`src/rtl/vga_frame_capture.sv`:
```
// VGA sink: recovers raster position from the PMOD syncs, checks line/frame timing and
// samples one pixel per 8x8 board cell into a double-buffered 32x16 bitmap.
module vga_frame_capture #(
    parameter int unsigned H_TOTAL         = 800,
    parameter int unsigned V_TOTAL         = 525,
    parameter int unsigned H_OFFSET        = 144,
    parameter int unsigned V_OFFSET        = 35,
    parameter int unsigned X0              = 64,
    parameter int unsigned Y0              = 112,
    parameter int unsigned SAMPLE_OFS      = 3,
    parameter int unsigned SYNC_ACTIVE_LOW = 1
) (
    input  logic        clk,
    input  logic        reset,
    input  logic [7:0]  vga_in,
    input  logic [8:0]  rd_addr,
    output logic        rd_data,
    output logic [9:0]  live_count,
    output logic [15:0] frame_cnt,
    output logic        frame_valid,
    output logic        frame_drop,
    output logic        locked,
    output logic        timing_err
);

    typedef enum logic [1:0] {StSearch, StAlign, StCapture} state_e;

    localparam logic       SyncInv = (SYNC_ACTIVE_LOW != 0);
    localparam logic [9:0] HLast   = 10'(H_TOTAL - 1);
    localparam logic [9:0] VLast   = 10'(V_TOTAL - 1);
    localparam logic [9:0] HStart  = 10'(H_OFFSET + X0);
    localparam logic [9:0] VStart  = 10'(V_OFFSET + Y0);
    localparam logic [2:0] SubOfs  = 3'(SAMPLE_OFS);

    logic         r_hs, r_vs, r_hs_prev, r_vs_prev;
    logic [1:0]   r_pix;
    logic [9:0]   r_h_cnt, r_v_cnt;
    logic         r_vs_pending;
    state_e       r_state, w_state_d;
    logic         r_align_err;
    logic [511:0] r_shadow, r_bitmap;
    logic [9:0]   r_live_acc, r_live_count;
    logic [15:0]  r_frame_cnt;
    logic         r_frame_valid, r_frame_drop, r_timing_err;

    logic         w_hs_edge, w_vs_edge, w_vs_pend, w_line_err, w_v_last;
    logic         w_commit, w_drop, w_abort;
    logic [9:0]   w_hx, w_vy;
    logic         w_sample, w_bit;
    logic [8:0]   w_cell_idx;
    logic         w_unused;

    // Blue and the low-intensity colour bits carry nothing the checker needs.
    assign w_unused = ^{vga_in[6:4], vga_in[2]};

    // Syncs are stored already normalised to active-high, so a cleared register reads idle.
    always_ff @(posedge clk or posedge reset) begin
        if (reset) begin
            r_hs      <= 1'b0;
            r_vs      <= 1'b0;
            r_hs_prev <= 1'b0;
            r_vs_prev <= 1'b0;
            r_pix     <= 2'b00;
        end else begin
            r_hs      <= vga_in[7] ^ SyncInv;
            r_vs      <= vga_in[3] ^ SyncInv;
            r_hs_prev <= r_hs;
            r_vs_prev <= r_vs;
            r_pix     <= vga_in[1:0];
        end
    end

    assign w_hs_edge  = r_hs & ~r_hs_prev;
    assign w_vs_edge  = r_vs & ~r_vs_prev;
    assign w_vs_pend  = r_vs_pending | w_vs_edge;
    assign w_line_err = w_hs_edge && (r_state != StSearch) && (r_h_cnt != HLast);
    assign w_v_last   = (r_v_cnt == VLast);

    always_ff @(posedge clk or posedge reset) begin
        if (reset) begin
            r_h_cnt      <= '0;
            r_v_cnt      <= '0;
            r_vs_pending <= 1'b0;
        end else begin
            if (w_hs_edge) begin
                r_h_cnt <= '0;
            end else if (r_h_cnt != 10'h3ff) begin
                r_h_cnt <= r_h_cnt + 10'd1;
            end
            // A vsync edge coinciding with hsync restarts the frame on that very line.
            if (w_hs_edge && w_vs_pend) begin
                r_v_cnt      <= '0;
                r_vs_pending <= 1'b0;
            end else begin
                r_vs_pending <= w_vs_pend;
                if (w_hs_edge && r_v_cnt != 10'h3ff) begin
                    r_v_cnt <= r_v_cnt + 10'd1;
                end
            end
        end
    end

    always_comb begin
        w_state_d = r_state;
        w_commit  = 1'b0;
        w_drop    = 1'b0;
        w_abort   = 1'b0;
        case (r_state)
            StSearch: begin
                if (w_vs_edge) w_state_d = StAlign;
            end
            StAlign: begin
                if (w_vs_edge && !r_align_err && !w_line_err && w_v_last) w_state_d = StCapture;
            end
            StCapture: begin
                if (w_line_err) begin
                    w_state_d = StSearch;
                    w_abort   = 1'b1;
                end else if (w_vs_edge) begin
                    w_commit = w_v_last;
                    w_drop   = ~w_v_last;
                end
            end
            default: w_state_d = StSearch;
        endcase
    end

    always_ff @(posedge clk or posedge reset) begin
        if (reset) begin
            r_state     <= StSearch;
            r_align_err <= 1'b0;
        end else begin
            r_state <= w_state_d;
            // Each vsync starts a fresh measurement window for the alignment check.
            if (w_vs_edge) begin
                r_align_err <= 1'b0;
            end else if (w_line_err) begin
                r_align_err <= 1'b1;
            end
        end
    end

    assign w_hx       = r_h_cnt - HStart;
    assign w_vy       = r_v_cnt - VStart;
    assign w_sample   = (r_h_cnt >= HStart) && (w_hx[9:8] == 2'b00) && (w_hx[2:0] == SubOfs) &&
                        (r_v_cnt >= VStart) && (w_vy[9:7] == 3'b000) && (w_vy[2:0] == SubOfs);
    assign w_cell_idx = {w_vy[6:3], w_hx[7:3]};
    assign w_bit      = r_pix[0] & r_pix[1];

    always_ff @(posedge clk or posedge reset) begin
        if (reset) begin
            r_shadow   <= '0;
            r_live_acc <= '0;
        end else if (w_vs_edge || w_abort) begin
            r_shadow   <= '0;
            r_live_acc <= '0;
        end else if (w_sample) begin
            r_shadow[w_cell_idx] <= w_bit;
            r_live_acc           <= r_live_acc + {9'd0, w_bit};
        end
    end

    always_ff @(posedge clk or posedge reset) begin
        if (reset) begin
            r_bitmap      <= '0;
            r_live_count  <= '0;
            r_frame_cnt   <= '0;
            r_frame_valid <= 1'b0;
            r_frame_drop  <= 1'b0;
            r_timing_err  <= 1'b0;
        end else begin
            if (w_commit) begin
                r_bitmap     <= r_shadow;
                r_live_count <= r_live_acc;
                r_frame_cnt  <= r_frame_cnt + 16'd1;
            end
            r_frame_valid <= w_commit;
            r_frame_drop  <= w_drop;
            r_timing_err  <= r_timing_err | w_abort;
        end
    end

    assign rd_data     = r_bitmap[rd_addr];
    assign live_count  = r_live_count;
    assign frame_cnt   = r_frame_cnt;
    assign frame_valid = r_frame_valid;
    assign frame_drop  = r_frame_drop;
    assign locked      = (r_state == StCapture);
    assign timing_err  = r_timing_err;

endmodule

```
`config.mk`:
```
export PLATFORM = sky130hd
export DESIGN_NAME = vga_frame_capture
export DESIGN_NICKNAME = d
export VERILOG_FILES = /design/src/rtl/vga_frame_capture.sv
export SDC_FILE = /design/constraint.sdc
export NUM_CORES = 2
export LEC_CHECK = 0
export CAP_MARGIN = 20
export CORE_ASPECT_RATIO = 1.25
export CORE_UTILIZATION = 30
export DETAILED_ROUTE_END_ITERATION = 8
export GPL_ROUTABILITY_DRIVEN = 1
export PLACE_DENSITY = 0.42
export SLEW_MARGIN = 5
export SYNTH_ARGS = -nofsm -noshare
export SYNTH_HDL_FRONTEND = slang
export SYNTH_SLANG_ARGS = --single-unit
```
`constraint.sdc`:
```
create_clock -name clk -period 40 [get_ports clk]
set_clock_uncertainty 0.15 [all_clocks]
set_input_delay 6 -clock clk [delete_from_list [all_inputs] [get_ports clk]]
set_output_delay 6 -clock clk [all_outputs]
set_load 0.02 [all_outputs]
```
### After elaboration in Yosys (flattened, before gate mapping)

Index checks and enable logic that the tools add are counted.

| storage, ports and cells | value |
|---|---|
| output and inout port bits | 31 |
| logic and storage cells | 103 |
| bits in registers | 1093 |
| bits in latches | 0 |
| RAM bits | 0 |
| memories | 0 |
| input port bits | 19 |
| bits in read-only memories | 0 |

| cells by class | value |
|---|---|
| multiply operators | 0 |
| bitwise gates (word level) | 10 |
| order comparisons | 5 |
| shift-type cells | 0 |
| add/sub/neg operators | 6 |
| multiplexer cells | 28 |
| equality and inequality tests | 11 |
| reductions and logical operators | 25 |
| divide/modulo/power cells | 0 |

Operator list:

| cell | number |
|---|---|
| $mux 512 | 2 |
| $bwmux 512 | 1 |
| $mux 10 | 6 |
| $ne 10x10->1 const B | 3 |
| $add 10x1->10 const B | 2 |
| $ge 10x8->1 const B | 2 |
| $lt 9x10->1 const B | 2 |
| $sub 10x8->10 const B | 2 |
| $add 16x1->16 const B | 1 |
| $logic_and 1x1->1 | 13 |
| $mux 1 | 13 |
| $add 10x1->10 | 1 |
| $eq 10x10->1 const B | 1 |
| $reduce_bool 2->1 | 5 |
| $bmux 1 s9 | 1 |
| $demux 1 s9 | 1 |
| $ge 9x1->1 const B | 1 |
| $eq 3x2->1 const B | 2 |
| $mux 2 | 3 |
| $pmux 2 s3 | 1 |
| $not 1->1 | 5 |
| $logic_not 2->1 | 2 |
| $ne 2x2->1 const B | 2 |
| $and 1x1->1 | 3 |
| 8 further kinds | 10 |

### Depth between registers and ports, before layout

| logic depth | value |
|---|---|
| depth in word-level cells | 9 |
| gate-level depth with buffers | 12 |
| mapped depth without buffers | 9 |

### Worst setup path before layout

No wires, ideal clock.

| path | value |
|---|---|
| path kind | in2out |
| start | in rd_addr[0] |
| end | out rd_data |
| setup slack | 25563 ps |
| stages on the path | 10 |
| path buffers | 3 |
| arrival time | 8287 ps |
| data required time | 33850 ps |
| cells stage by stage | buf_2 > buf_2 > buf_2 > mux2i_1 > o221ai_1 > o22ai_1 > nor2_1 > nor2_1 > or4b_2 > o2111ai_1 |

| on the way | value |
|---|---|
| longest elaborated chain between the ends | 2 |

RTL lines:

| what | RTL line | source |
|---|---|---|
| start, declared | 16 | `input logic [8:0] rd_addr,` |
| $bmux 1 s9 | 183 | `assign rd_data = r_bitmap[rd_addr];` |
| $mux 1 (not written as such) | 183 |  |
| end, declared | 17 | `output logic rd_data,` |

Every way passes these cells. The select of a mux whose other input is x is not followed.

### Worst setup path in the final report

| path | value |
|---|---|
| start | in rd_addr[1] |
| end | out rd_data |

Same word-level chain as after synthesis.

==> metrics <==
status finished, violations left; failing checks design-rule violations; placed cells 7313; CP dominant cell by count buf_4; initial antenna violation count 13; Syn Std Cell Area 0.0494 sq mm; critical-path cell list buf_4 -> buf_4 -> buf_4 -> nand2_4 -> buf_4 -> o221ai_1 -> o22ai_1 -> o21ai_0 -> a21oi_1 -> or4b_2 -> o2111ai_1 -> clkdlybuf4s50_1; max-slew violations 0; Peak supply drop around 0.035 mV; TritonCTS Buffers roughly 120; f_max roughly 0.057 GHz; pwr/cell area roughly 43 mW/mm^2; CP max FO 37; vias per inst approximately 5.3; Clock Power Share 0.461; top-count cell post-synth nand2_1; Leak Pwr 26.0 nW; crit path max-delay cell type clkdlybuf4s50_1; CP arrival approximately 11000 ps; htree depth 3; post-route insts no fill roughly 7500; Syn Area/Cell ~9 sq um; share of flip-flops with an asynchronous set or reset 1.00; Tcrit/Tclk final 0.436; Post-synth EDFFs 0; Power Total 2.37 mW; Critical R2R Launch r_hs; Max Cap Viol 0; final-report setup violation count 0; synthesis-to-layout area growth 13.0%; Core Area between 0.15 and 0.2 sq mm; critical path's largest stage delay approximately 730 ps; Hold-fix buffers, CTS 0; Iter 0 DRT Violations about 3600; I/O pin count 50; Critical Path Source rd_addr[1]; initial core utilization 0.302; gp weighted congestion between 0.7 and 0.8; Setup CP Type primary input to output pin; Synth Net Count about 5500; slew margin rel. 0.206; Net Sw Frac 0.261; register area share after synthesis 0.554; minimum clock period around 17000 ps; HPWL Detailed roughly 97 mm; post-layout util 0.341; switching power of the nets a little over 0.6 mW; Min-Delay Path Class register to register; drt total wl around 190 mm; Setup TNS 0 ps; number of distinct library cells after synthesis 61; setup repair bufs after CTS 0; # nets final ~5300; vias in the first global route around 40000; clock-pin slew on the worst setup and hold paths 60 ps; antenna viol nets, final 0; slew of the pin with the lowest slew margin ~1200 ps; Yosys top cell by area dfrtp_1; clock sinks between 1000 and 1500; Synth Flop Type dfrtp_1; routed vias between 40000 and 50000; post_cts resized 0; root buffer cell clkbuf_16; GRT overflow 0; worst hold margin approximately 260 ps; cell count after synthesis roughly 5400; DP Area 0.0520 sq mm; fin area between 0.05 and 0.06 sq mm; Worst setup SP type primary input; Seq pwr share 0.469; delay-heaviest family, CP buffers and inverters; Worst Setup End Kind output pin; cell internal pwr 1.75 mW; Die X around 360 microns; die outline height between 400 and 500 microns; die area 0.166 sq mm; CTS tree yes; largest net degree at the start of global routing roughly 180; CTS max path bufs 3; Synth Register Bits between 1000 and 1500; Comb power frac 0.070; GRT Total Usage 0.225; WP data required about 34000 ps; # rows 166; Yosys warning count 0; layout cells sized above 1 0.0849; Placement Setup Slack roughly 22000 ps; clock latency at the later pin of the worst-skew pair approximately 790 ps; HP Start r_hs; final hold violations 0; first-pass GRT wire length about 280 mm; # DRC 2; Commonest cells post-synth nand2_1 (1674), dfrtp_1 (1093), a21oi_1 (527); drt first pass iters 7; routed len/inst about 25 microns; RSZ-0062 raised after global routing false; final worst slack roughly 23000 ps; Synth top area share 0.554; I/O Buffers 45; worst path bufs/invs 5; largest cells by area after synthesis dfrtp_1 (55%), nand2_1 (13%), a21oi_1 (5.3%)
## state kept, by name (all words and copies together) (netlist names)
register,flops
frame_cnt,16
frame_drop,1
frame_valid,1
live_count,10
r_align_err,1
r_bitmap,512
r_h_cnt,10
r_hs,1
r_hs_prev,1
r_live_acc,10
r_pix,2
r_shadow,512
r_state,2
r_v_cnt,10
r_vs,1
r_vs_pending,1
r_vs_prev,1
timing_err,1
## power groups by stage
| stage | clock, mW | sequential, mW | combinational, mW |
|---|---|---|---|
| 6_report | 1.09 | 1.11 | 0.167 |
| 5_1_grt | 1.16 | 1.11 | 0.176 |
| 4_1_cts | 1.12 | 1.11 | 0.168 |
| 3_5_place_dp | 0 | 1.13 | 0.168 |
| 3_3_place_gp | 0 | 1.13 | 0.167 |
| 2_1_floorplan | 0 | 1.13 | 0.0897 |
## cells in the final DEF, fill, tap and decap left out, types with 5 or more instances in the layout
master	Yosys	layout
nand2_1	1674	1670
dfrtp_1	1093	1093
a21oi_1	527	526
nand3_1	506	506
o21ai_0	429	429
mux2i_1	149	149
buf_4	3	131
clkbuf_16	0	120
o21ai_1	75	75
nor2_1	77	73
mux4_2	72	72
o221ai_1	56	56
nand4_1	52	52
clkdlybuf4s50_1	0	42
clkbuf_1	360	33
clkbuf_8	0	32
xor2_1	25	23
o22ai_1	23	23
xnor2_1	20	17
clkinv_2	0	17
nor4_2	3	16
inv_1	18	15
ha_1	12	12
and3_1	10	10
nor4_4	8	9
nand2b_1	9	8
nor3_1	8	8
nor2_4	0	8
o211ai_1	8	8
nor2b_1	6	6
and2_1	7	6
buf_12	0	6
nor2_2	9	5
## final cells by class
| type | instances | area (sq um) |
|---|---|---|
| Antenna cell | 4 | 10.0 |
| Clock buffer | 185 | 3570 |
| Tap cell | 2184 | 2730 |
| Clock inverter | 24 | 196 |
| Inverter | 19 | 78.8 |
| Timing Repair Buffer | 181 | 1540 |
| Fill cell | 16900 | 108000 |
| Sequential cell | 1093 | 27400 |
| Multi-Input combinational cell | 3836 | 20300 |
## path summary, 6_finish.rpt
path,slack (ps),to,cells after the start
setup / recovery,22560,rd_data,12
hold / removal,260,r_hs_prev,0
setup reg to reg,34340,r_shadow[240],8
hold reg to reg,260,r_hs_prev,0
max in group asynchronous,29660,r_shadow[427],7
min in group asynchronous,5690,r_bitmap[255],2
## logic make-up after synthesis
group | count (synthesis) | share of synthesized area
xor gates and xnor gates | 46 | 0.00831
AOI/OAI and AO/OA | 1147 | 0.124
adders and majority gates | 12 | 0.00304
muxes | 221 | 0.0631
and+or+nand+nor | 2410 | 0.207
buffers and inverters | 491 | 0.0405
DFF | 1093 | 0.554
## metal layers
| layer | vias up | GRT usage | share of wire |
|---|---|---|---|
| li1 | 18100 | - | - |
| met1 | 20700 | 0.300 | 0.44 |
| met2 | 997 | 0.378 | 0.49 |
| met3 | 252 | 0.0282 | 0.047 |
| met4 | 6 | 0.0739 | 0.028 |
| met5 | - | 0 | 0.00023 |
Note: power is estimated with default switching activity, not from simulation.
